## config.mk

```make
export PLATFORM = sky130hd
export DESIGN_NAME = ccd_line_packer
export DESIGN_NICKNAME = d
export VERILOG_FILES = /design/src/rtl/ccd_line_packer.sv
export SDC_FILE = /design/constraint.sdc
export NUM_CORES = 1
export LEC_CHECK = 0
export CORE_ASPECT_RATIO = 0.7
export CORE_MARGIN = 5
export CORE_UTILIZATION = 43
export DETAILED_ROUTE_END_ITERATION = 8
export PLACE_DENSITY = 0.69
export RECOVER_POWER = 25
export SLEW_MARGIN = 20
export SYNTH_ARGS = -nofsm -noshare
export SYNTH_HDL_FRONTEND = slang
export SYNTH_SLANG_ARGS = --single-unit
```

## constraint.sdc

```tcl
create_clock -name clk -period 11.05 [get_ports clk]
set_input_delay 2.21 -clock clk [delete_from_list [all_inputs] [get_ports clk]]
set_output_delay 2.21 -clock clk [all_outputs]
set_load 0.01 [all_outputs]
```

## src/rtl/ccd_line_packer.sv

```systemverilog
// ccd_line_packer
// Packs linear-CCD pixel strobes from the ADC driver into an AXI-Stream of
// DATA_WIDTH-bit pixels. Each line starts with DUMMY_LEAD discarded strobes;
// the next ACTIVE_PIX strobes are forwarded (MSBs kept) through a small
// first-word-fall-through FIFO. tlast marks the last pixel of a line and
// tuser marks the first pixel of every `rows`-line frame.
//
// Ports
//   clk, reset          pixel clock; asynchronous active-high reset
//   line_start          1-cycle pulse at start of a CCD line
//   pix_valid/pix_data  sample strobe and ADC sample
//   rows                lines per frame (0 behaves as 1)
//   m_axis_*            AXI-Stream master (tdata/tlast/tuser/tvalid, tready in)
//   overflow            sticky: an active pixel was dropped on a full FIFO
//   short_line          sticky: a line restarted before all active pixels arrived
module ccd_line_packer #(
    parameter int D_WIDTH    = 12,
    parameter int DATA_WIDTH = 8,
    parameter int DUMMY_LEAD = 32,
    parameter int ACTIVE_PIX = 2048,
    parameter int FIFO_DEPTH = 16
) (
    input  logic                  clk,
    input  logic                  reset,
    input  logic                  line_start,
    input  logic                  pix_valid,
    input  logic [D_WIDTH-1:0]    pix_data,
    input  logic [15:0]           rows,
    output logic [DATA_WIDTH-1:0] m_axis_tdata,
    output logic                  m_axis_tlast,
    output logic                  m_axis_tuser,
    output logic                  m_axis_tvalid,
    input  logic                  m_axis_tready,
    output logic                  overflow,
    output logic                  short_line
);

    localparam int DCW = $clog2(DUMMY_LEAD + 1);
    localparam int PCW = $clog2(ACTIVE_PIX + 1);
    localparam int AW  = (FIFO_DEPTH > 1) ? $clog2(FIFO_DEPTH) : 1;
    localparam int CW  = $clog2(FIFO_DEPTH + 1);
    localparam int WW  = DATA_WIDTH + 2;

    typedef enum logic [1:0] {
        S_IDLE,
        S_LEAD,
        S_ACTIVE,
        S_TRAIL
    } state_t;

    state_t                         state_q, state_d;
    logic [DCW-1:0]                 dummy_cnt_q, dummy_cnt_d;
    logic [PCW-1:0]                 pix_cnt_q, pix_cnt_d;
    logic [15:0]                    row_cnt_q, row_cnt_d;
    logic [15:0]                    rows_lat_q, rows_lat_d;
    logic                           short_line_q, short_line_d;
    logic                           overflow_q, overflow_d;
    logic [FIFO_DEPTH-1:0][WW-1:0]  mem_q, mem_d;
    logic [AW-1:0]                  wr_ptr_q, wr_ptr_d;
    logic [AW-1:0]                  rd_ptr_q, rd_ptr_d;
    logic [CW-1:0]                  count_q, count_d;

    logic          push;
    logic [WW-1:0] push_word;
    logic          pix_last;
    logic          pop;
    logic          full;
    logic          wr_en;
    logic [WW-1:0] rd_word;

    // Only the sample MSBs are forwarded.
    logic unused_pix;
    assign unused_pix = ^pix_data;

    // Line sequencer: line_start always wins over a same-cycle strobe.
    always_comb begin
        state_d      = state_q;
        dummy_cnt_d  = dummy_cnt_q;
        pix_cnt_d    = pix_cnt_q;
        row_cnt_d    = row_cnt_q;
        rows_lat_d   = rows_lat_q;
        short_line_d = short_line_q;
        push         = 1'b0;
        push_word    = '0;
        pix_last     = (pix_cnt_q == PCW'(ACTIVE_PIX - 1));

        if (line_start) begin
            state_d     = S_LEAD;
            dummy_cnt_d = '0;
            if (state_q == S_ACTIVE) begin
                // Aborted line: resync so the next line opens a new frame.
                short_line_d = 1'b1;
                row_cnt_d    = '0;
            end
        end else if (pix_valid) begin
            unique case (state_q)
                S_LEAD: begin
                    if (dummy_cnt_q == DCW'(DUMMY_LEAD - 1)) begin
                        state_d   = S_ACTIVE;
                        pix_cnt_d = '0;
                        if (row_cnt_q == '0) begin
                            rows_lat_d = (rows == '0) ? 16'd1 : rows;
                        end
                    end else begin
                        dummy_cnt_d = dummy_cnt_q + 1'b1;
                    end
                end
                S_ACTIVE: begin
                    push      = 1'b1;
                    push_word = {(pix_cnt_q == '0) && (row_cnt_q == '0),
                                 pix_last,
                                 pix_data[D_WIDTH-1 -: DATA_WIDTH]};
                    if (pix_last) begin
                        state_d   = S_TRAIL;
                        row_cnt_d = (row_cnt_q >= rows_lat_q - 16'd1) ? '0
                                                                     : row_cnt_q + 16'd1;
                    end else begin
                        pix_cnt_d = pix_cnt_q + 1'b1;
                    end
                end
                default: ;
            endcase
        end
    end

    // Output FIFO: full is judged on the pre-cycle count, a concurrent pop frees a slot.
    always_comb begin
        pop        = (count_q != '0) && m_axis_tready;
        full       = (count_q == CW'(FIFO_DEPTH));
        wr_en      = push && (!full || pop);
        overflow_d = overflow_q | (push && full && !pop);
        mem_d      = mem_q;
        wr_ptr_d   = wr_ptr_q;
        rd_ptr_d   = rd_ptr_q;
        count_d    = count_q;

        if (wr_en) begin
            mem_d[wr_ptr_q] = push_word;
            wr_ptr_d = (wr_ptr_q == AW'(FIFO_DEPTH - 1)) ? '0 : wr_ptr_q + 1'b1;
        end
        if (pop) begin
            rd_ptr_d = (rd_ptr_q == AW'(FIFO_DEPTH - 1)) ? '0 : rd_ptr_q + 1'b1;
        end
        if (wr_en && !pop) begin
            count_d = count_q + 1'b1;
        end else if (!wr_en && pop) begin
            count_d = count_q - 1'b1;
        end
    end

    always_ff @(posedge clk or posedge reset) begin
        if (reset) begin
            state_q      <= S_IDLE;
            dummy_cnt_q  <= '0;
            pix_cnt_q    <= '0;
            row_cnt_q    <= '0;
            rows_lat_q   <= 16'd1;
            short_line_q <= 1'b0;
            overflow_q   <= 1'b0;
            mem_q        <= '0;
            wr_ptr_q     <= '0;
            rd_ptr_q     <= '0;
            count_q      <= '0;
        end else begin
            state_q      <= state_d;
            dummy_cnt_q  <= dummy_cnt_d;
            pix_cnt_q    <= pix_cnt_d;
            row_cnt_q    <= row_cnt_d;
            rows_lat_q   <= rows_lat_d;
            short_line_q <= short_line_d;
            overflow_q   <= overflow_d;
            mem_q        <= mem_d;
            wr_ptr_q     <= wr_ptr_d;
            rd_ptr_q     <= rd_ptr_d;
            count_q      <= count_d;
        end
    end

    // Word fields are forced to zero while empty so reset drives a clean bus.
    always_comb begin
        rd_word       = mem_q[rd_ptr_q];
        m_axis_tvalid = (count_q != '0);
        {m_axis_tuser, m_axis_tlast, m_axis_tdata} = m_axis_tvalid ? rd_word : '0;
        overflow      = overflow_q;
        short_line    = short_line_q;
    end

endmodule

```

# Word-level counts from Yosys, hierarchy flattened

Index checks and enable logic that the tools add are counted.

Shift-type cells: 0
Bitwise operators: 2
Multipliers: 0
Div/mod/pow operators: 0
Magnitude comparators: 4
Reduce and logical (&&, ||, !) cells: 28
Multiplexer cells: 35
Equality and inequality tests: 12
Add/subtract/negate cells: 8

Operator list:

| operator                                                                      | count |
|---|---|
| 160-bit bitwise mux                                                           | 1 |
| 16-bit two-way mux                                                            | 7 |
| 10-bit two-way mux                                                            | 6 |
| 10-bit binary-select mux with 4-bit select                                    | 1 |
| 10-bit demux with 4-bit select                                                | 1 |
| 16-bit logical NOT                                                            | 2 |
| 12-bit two-way mux                                                            | 2 |
| 6-bit two-way mux                                                             | 4 |
| 12-bit one-hot mux with 2 select lines                                        | 1 |
| 16-bit by 1-bit adder with 16-bit output (second input constant)              | 1 |
| 16-bit >= comparator                                                          | 1 |
| 16-bit by 1-bit subtractor with 16-bit output (second input constant)         | 1 |
| 12-bit by 1-bit adder with 12-bit output (second input constant)              | 1 |
| 12-bit by 11-bit == test with 1-bit output (second input constant)            | 1 |
| 12-bit logical NOT                                                            | 1 |
| 4-bit by 5-bit less-than comparator with 1-bit output (second input constant) | 2 |
| 5-bit two-way mux                                                             | 2 |
| 5-bit AND reduction                                                           | 2 |
| 2-bit nonzero test                                                            | 5 |
| 4-bit by 1-bit adder with 4-bit output (second input constant)                | 2 |
| 4-bit == test (second input constant)                                         | 2 |
| 1-bit logical AND                                                             | 8 |
| 2-bit two-way mux                                                             | 4 |
| 4-bit two-way mux                                                             | 2 |
| 21 further kinds                                                              | 29 |

ROM bits: 0
Bits in latches: 0
Bits in registers: 227
Memories kept: 0
Input bits: 33
Bits in writable memories: 0
Word-level logic and storage cells: 115

# Longest topological paths before layout

Gate-level depths: netlist (run 1).

Depth in word-level cells: 9
Mapped depth: 14

# Worst setup path after synthesis (run 1)

OpenSTA, ideal clock, no wires.

Path kind: in2reg
From: in line_start
To: reg count_q[4]
Data required time: 10.925 ns
Setup time: 0.125 ns
Path slack: 6.516 ns
Stages on the path: 13
Data arrival time: 4.409 ns
Cells stage by stage: nand2b_1 nor2_1 and2_1 buf_2 buf_2 ha_1 inv_1 fa_1 a21o_1 a21oi_1 xnor2_1 nor2_1 xor2_1

Word-level cells in the longest chain between the ends: 5
Elaborated cells between the ends (all ways): 7

Ends and longest elaborated chain:

| item                                | line | RTL |
|---|---|---|
| start: declaration                  | 25   | `input logic line_start,` |
| 1-bit two-way mux (*)               | 87   | `if (line_start) begin` |
| 1-bit logical AND (*)               | 130  | `wr_en = push && (!full \|\| pop);` |
| net wr_en                           | 68   | `logic wr_en;` |
| 1-bit logical NOT                   | 146  | `end else if (!wr_en && pop) begin` |
| 1-bit logical AND                   | 146  |  |
| 2-bit nonzero test (no source line) | -    |  |
| end signal: assignment              | 175  | `count_q <= count_d;` |
| end: declaration                    | 61   | `logic [CW-1:0] count_q, count_d;` |

The timed path passes the listed nets; every way through them passes the cells marked *.
A chain may end at the register's enable or synchronous reset.

# Final worst setup path (run 1)

From: reg rd_ptr_q[0]
To: out m_axis_tlast

Word-level cells in the longest chain between the ends: 3

Ends and longest elaborated chain:

| item                                       | line | RTL |
|---|---|---|
| start: declaration                         | 60   | `logic [AW-1:0] rd_ptr_q, rd_ptr_d;` |
| start signal: assignment                   | 174  | `rd_ptr_q <= rd_ptr_d;` |
| 10-bit binary-select mux with 4-bit select | 181  | `rd_word = mem_q[rd_ptr_q];` |
| 10-bit two-way mux (not written as such)   | 181  |  |
| 10-bit two-way mux                         | 183  | `{m_axis_tuser, m_axis_tlast, m_axis_tdata} = m_axis_tvalid ? rd_word : '0;` |
| end: declaration                           | 30   | `output logic m_axis_tlast,` |

No other way between the ends. The select of a mux whose other input is x is not followed.

==> flow_summary.json, run 1 <==
{
  "status": "finished with violations",
  "failed_checks": "capacitance limit, slew limit",
  "p_leak_uw": 0.00520,
  "syn_inst": 1045,
  "syn_avg_cell_area_um2": 10.5,
  "top_layer": "met4",
  "ir_drop_mv": 0.110,
  "clock_skew_ns": 0.0221,
  "globalplace.congestion": 0.812,
  "fin_cells": 1389,
  "htree_levels": 1,
  "r2r_end": "row_cnt_q[2]",
  "cp.arrival_ns": 3.45,
  "path_depth": 5,
  "syn-cell-area_um2": 11000,
  "crit_family": "multiplexers",
  "yosys_most_used_dff": "dfrtp_1",
  "totalWireLength_um": 25000,
  "synth_seq_cells": 227,
  "start_kind": "flip-flop",
  "relSlewSlack_pct": -174,
  "powerDensity_nw_per_um2": 155,
  "die_y_um": 144,
  "grt_pass1_vias": 7670,
  "crit_chain": "buf_4, mux4_2, mux4_2, and2_1, clkdlybuf4s50_1",
  "clk_pin_slew_ns": 0.06,
  "ant_nets": 0,
  "ys_types": 54,
  "finalSetupTns_ns": 0,
  "ys_warn_count": 0,
  "r2r_setup_slack_ns": 7.49,
  "nets": 1113,
  "utilization_pct": 49.2,
  "wl_per_cell_um": 18.0,
  "post_cts_buffers": 0,
  "clock_latency_ns": 0.52,
  "grt-ovfl-total": 0,
  "postLayoutSetupSlackWorst_ns": 5.39,
  "synthTopCellsByArea": "dfrtp_1, mux4_2, o21ai_0",
  "endpoint": "m_axis_tlast",
  "cts_tree": "done",
  "cts.sinks": 227,
  "post-dp-hpwl_um": 16200,
  "post-route-min-period_ns": 5.66,
  "max_stage_delay_ns": 0.65,
  "die_w_um": 201,
  "cts_resized": 0,
  "core-area_um2": 24900,
  "dp_slack_ns": 5.31,
  "avgViaCountPerCell": 5.54,
  "hold_class": "flip-flop to flip-flop",
  "synth_top_cell_by_area": "dfrtp_1",
  "ys_seq_area_share_pct": 51.7,
  "synth_top_area_share_pct": 51.5,
  "drt_iter0_drc": 600,
  "hold_buffers": 0,
  "cts_buffers": 23,
  "cp-end-kind": "primary output",
  "routed-via-count": 7694,
  "critPathKind": "flip-flop to primary output",
  "drive_gt1_share_pct": 10.8,
  "setup_viol": 0,
  "required_ns": 8.84,
  "startpoint": "rd_ptr_q[0]",
  "met3_wirelength_um": 1680,
  "diodes": 0,
  "io_buffers": 41,
  "synth_edf_count": 0,
  "grt_pass1_wl_um": 41800,
  "cp_common_cell": "mux4_2",
  "syn2layout_area_growth_pct": 11.7,
  "drt-met1-wl_um": 11600,
  "start_util_pct": 44.1,
  "clock.fmax_ghz": 0.177,
  "antenna_found_initial": 1,
  "drc": 0,
  "clockBufferDepth": 3,
  "drv_slew": 94,
  "rsz0062_at_grt": "false",
  "maxCapViolCount": 1,
  "wl_met2_um": 11100,
  "grt_max_degree": 94,
  "crit_fanout": 45,
  "syn-num-nets": 1110,
  "ioPinCount": 46,
  "worst_pin_slew_ns": 4.08,
  "clockRootBuffer": "clkbuf_16",
  "post-route-period-util_pct": 51.2,
  "cp_slowest_cell": "buf_4",
  "dieArea_um2": 28900,
  "dr.pass1.iters": 5,
  "p_total_uw": 1900,
  "hold_viol_final": 0,
  "crit_buf_inv": 2,
  "track_usage_pct": 17.9,
  "rr_startpoint": "rows_lat_q[4]",
  "rows": 48,
  "r2r_cells": 12,
  "dp_cells": 1348,
  "synthArstFlopShare_pct": 100
}
## layout make-up
cell class / count / area (um2)
fill: 2226 / 12700
sequential: 227 / 5680
tap: 325 / 407
timing repair buffer: 47 / 455
clock buffer: 36 / 674
multi-input combinational: 732 / 4950
clock inverter: 5 / 32.5
inverter: 17 / 65.1
## routing by layer
| metal | global-route usage [%] | up-vias |
|---|---|---|
| li1 | - | 3678 |
| met1 | 25.8 | 3754 |
| met4 | 4.71 | 0 |
| met5 | 0 | - |
| met3 | 3.83 | 40 |
| met2 | 27.8 | 222 |
## sequential cells by signal, summed over array words and instances (netlist names), 2 cells and up
register	count
row_cnt_q	16
wr_ptr_q	4
pix_cnt_q	12
mem_q	160
rows_lat_q	16
state_q	2
dummy_cnt_q	6
rd_ptr_q	4
count_q	5
## power breakdown
group,internal [uW],switching (uW)
combinational,121,143
clock,419,323
sequential,851,40.9
total,1390,507
## Yosys cell counts, types with 2 or more instances
cell type	count
a21oi_1	15
o41ai_1	2
xor2_1	15
or4_1	2
a21o_1	4
xnor2_1	32
o21ai_0	177
nor4_1	17
clkbuf_1	56
nand3_1	27
o31ai_1	2
nor2_2	4
nand2b_1	3
mux4_2	50
nand2_1	208
inv_1	17
nor2_1	47
nor2b_1	5
ha_1	31
buf_2	11
or3_1	2
nand4b_1	3
dfrtp_1	226
a31oi_1	2
and3_1	5
nand4_1	17
mux2_2	15
and2_1	14
nor3_1	11
## kinds of logic (layout without fill, tap and decap cells)
group / Yosys count / after routing / share of synthesized area [%]
compound gates: 213 / 213 / 10.3
flops: 227 / 227 / 51.7
fa+ha+maj: 32 / 32 / 3.71
xor+xnor: 47 / 47 / 3.75
mux: 65 / 65 / 11.8
buf+inv: 86 / 105 / 3.17
simple gates: 375 / 375 / 15.5
## through the flow
step | hold slack [ns] | cell area (um2)
after floorplan | 0.445 | 11000
after global placement | 0.444 | 11600
after detailed placement | 0.454 | 11600
after CTS | 0.467 | 12300
after global routing | 0.489 | 12300
final | 0.454 | 12300
## worst reg2reg max path: stages (launching register included)
cell and delay (ns):
dfrtp_1 0.43, or4_1 0.56, nor2_1 0.14, nand2_1 0.13
nor4_1 0.34, xnor2_1 0.13, ha_1 0.33, nand4_1 0.11
nor3_1 0.27, o311ai_0 0.18, nand3_1 0.17, o21a_1 0.52
nor2_1 0.12
## worst min-delay path by stage
stage / start / to / depth (start not counted)
floorplan: mem_q[100] / mem_q[100] / 2
detailed placement: short_line / short_line / 1
CTS: short_line / short_line / 1
finish: short_line / short_line / 1
global placement: short_line / short_line / 1
global route: mem_q[155] / mem_q[155] / 2
## placed cells by master, fill, tap and decap left out, drive strengths merged, types with 5 or more instances in the layout
cell type,instances
inv,17
xnor2,32
clkbuf,36
nand2,208
mux4,50
nor2b,5
nor4,17
nand3,27
o21ai,177
nor2,51
dlygate4sd3,6
and3,5
nand4,17
ha,31
xor2,15
dfrtp,226
a21oi,15
buf,6
and2,14
nor3,11
clkdlybuf4s50,35
mux2,15
Note: power is estimated with default switching activity, not from simulation.
==> run 2: changes to the inputs <==
==> constraint.sdc (replaced) <==
create_clock -name clk -period 5.6 [get_ports clk]
set_input_delay 1.12 -clock clk [delete_from_list [all_inputs] [get_ports clk]]
set_output_delay 1.12 -clock clk [all_outputs]
set_load 0.01 [all_outputs]
==> flow_summary.json, run 2 (same netlist as run 1, synthesis figures left out) <==
{
  "post-dp-hpwl_um": 15700,
  "clock_skew_ns": 0.0226,
  "setup_viol": 0,
  "diodes": 0,
  "finalInstanceArea_um2": 12400,
  "swShare_pct": 26.2,
  "antenna_found_initial": 1,
  "rr_startpoint": "rows_lat_q[4]",
  "rows": 48,
  "die_w_um": 201,
  "drv_slew": 36,
  "post-route-period-util_pct": 78.6,
  "post_cts_buffers": 0,
  "dieArea_um2": 28900,
  "io_buffers": 41,
  "routed-via-count": 7731,
  "hold_path_end": "short_line",
  "place_area_um2": 11600,
  "core-area_um2": 24900,
  "grt_max_degree": 109,
  "r2r_end": "row_cnt_q[6]",
  "layout_commonest_cell": "dfrtp_1",
  "r2r_cells": 12,
  "crit_chain": "mux4_2, mux4_2, and2_1, clkdlybuf4s50_1",
  "power_frac_seq_pct": 47.1,
  "seqCellArea_um2": 5680,
  "worst_pin_slew_ns": 1.78,
  "ant_nets": 0,
  "grt_pass1_wl_um": 41000,
  "clockRootBuffer": "clkbuf_16",
  "critPathKind": "flip-flop to primary output",
  "cp.arrival_ns": 3.28,
  "ioPinCount": 46,
  "track_usage_pct": 17.4,
  "avgViaCountPerCell": 5.57,
  "htree_levels": 1,
  "drc": 0,
  "pwr-share-clk_pct": 41.1,
  "cts.sinks": 227,
  "crit_buf_inv": 1,
  "grt-ovfl-total": 0,
  "clk_pin_slew_ns": 0.06,
  "cts_buffers": 23,
  "wl_per_cell_um": 17.8,
  "cts_tree": "done",
  "reg_top3": "mem_q (160), row_cnt_q (16), rows_lat_q (16)",
  "finalSetupTns_ns": 0,
  "holdCritStartpoint": "short_line",
  "p_comb_share_pct": 11.8,
  "grt_pass1_vias": 7462,
  "maxCapViolCount": 1,
  "totalWireLength_um": 24700,
  "power.switching_uw": 1020,
  "drive_gt1_share_pct": 11.1,
  "p_leak_uw": 0.00525,
  "ir_drop_mv": 0.191,
  "multi_input_area_um2": 4950,
  "globalplace.congestion": 0.809,
  "fill_cells": 2217,
  "powerDensity_nw_per_um2": 314,
  "internal_power_uw": 2870,
  "dr.pass1.iters": 5,
  "largest_reg_flops": 160,
  "relSlewSlack_pct": -19.1,
  "cp_common_cell": "mux4_2",
  "min_path_cells": 1,
  "p_total_uw": 3880,
  "hold_buffers": 0,
  "clockBufferDepth": 3,
  "cp_slowest_cell": "dfrtp_2",
  "top_register": "mem_q",
  "nets": 1113,
  "cp-end-kind": "primary output",
  "failed_checks": "capacitance limit, slew limit",
  "clock.fmax_ghz": 0.227,
  "crit_family": "flip-flops",
  "r2r_setup_slack_ns": 2.07,
  "die_y_um": 144,
  "syn2layout_area_growth_pct": 12.7,
  "max_stage_delay_ns": 1.11,
  "start_util_pct": 44.1,
  "drt_iter0_drc": 509,
  "hold_viol_final": 0,
  "required_ns": 4.48,
  "clock_latency_ns": 0.53,
  "start_kind": "flip-flop",
  "status": "finished with violations",
  "crit_fanout": 44,
  "rsz0062_at_grt": "false",
  "post-route-min-period_ns": 4.40,
  "cts_resized": 0,
  "hold_class": "flip-flop to flip-flop",
  "final_cell_mix": "dfrtp_1, nand2_1, o21ai_0"
}
## run 2: per-stage QoR
stage          setup WS, ns  util, %  std cells  hold slack, ns
2_1_floorplan          1.51        -       1045           0.445
3_3_place_gp           1.38     46.6       1348           0.447
3_5_place_dp           1.34     46.6       1348           0.455
4_1_cts                1.19     49.7       1389           0.473
5_1_grt                1.13     49.7       1389           0.493
6_report               1.20     49.7       1389           0.462
## run 2: metal layers
metal	GRT usage, %	wire length [um]	up-vias
li1	-	-	3678
met1	27.1	12300	3824
met2	26.2	10400	206
met5	0	0	-
met4	2.57	308	0
met3	3.14	1610	23
## run 2: layout make-up
type	count	share of cell area, %
Sequential cell	227	45.9
Multi-Input combinational cell	732	40.0
Clock buffer	30	5.11
Timing Repair Buffer	47	3.95
Tap cell	325	3.29
Clock inverter	11	1.19
Inverter	17	0.526
## run 2: worst max-delay path by stage
stage	startpoint	endpoint	depth (start not counted)
6_report	rd_ptr_q[1]	m_axis_tdata[0]	4
5_1_grt	rd_ptr_q[1]	m_axis_tdata[0]	4
4_1_cts	rd_ptr_q[1]	m_axis_tdata[0]	4
3_5_place_dp	line_start	count_q[4]	15
3_3_place_gp	line_start	count_q[4]	15
2_1_floorplan	reset	count_q[0]	1
## run 2: power by group through the flow
stage	registers [uW]	clock network (uW)	logic, uW
2_1_floorplan	1740	0	445
3_3_place_gp	1860	0	464
3_5_place_dp	1860	0	471
4_1_cts	1830	1630	471
5_1_grt	1840	1710	511
6_report	1830	1590	459
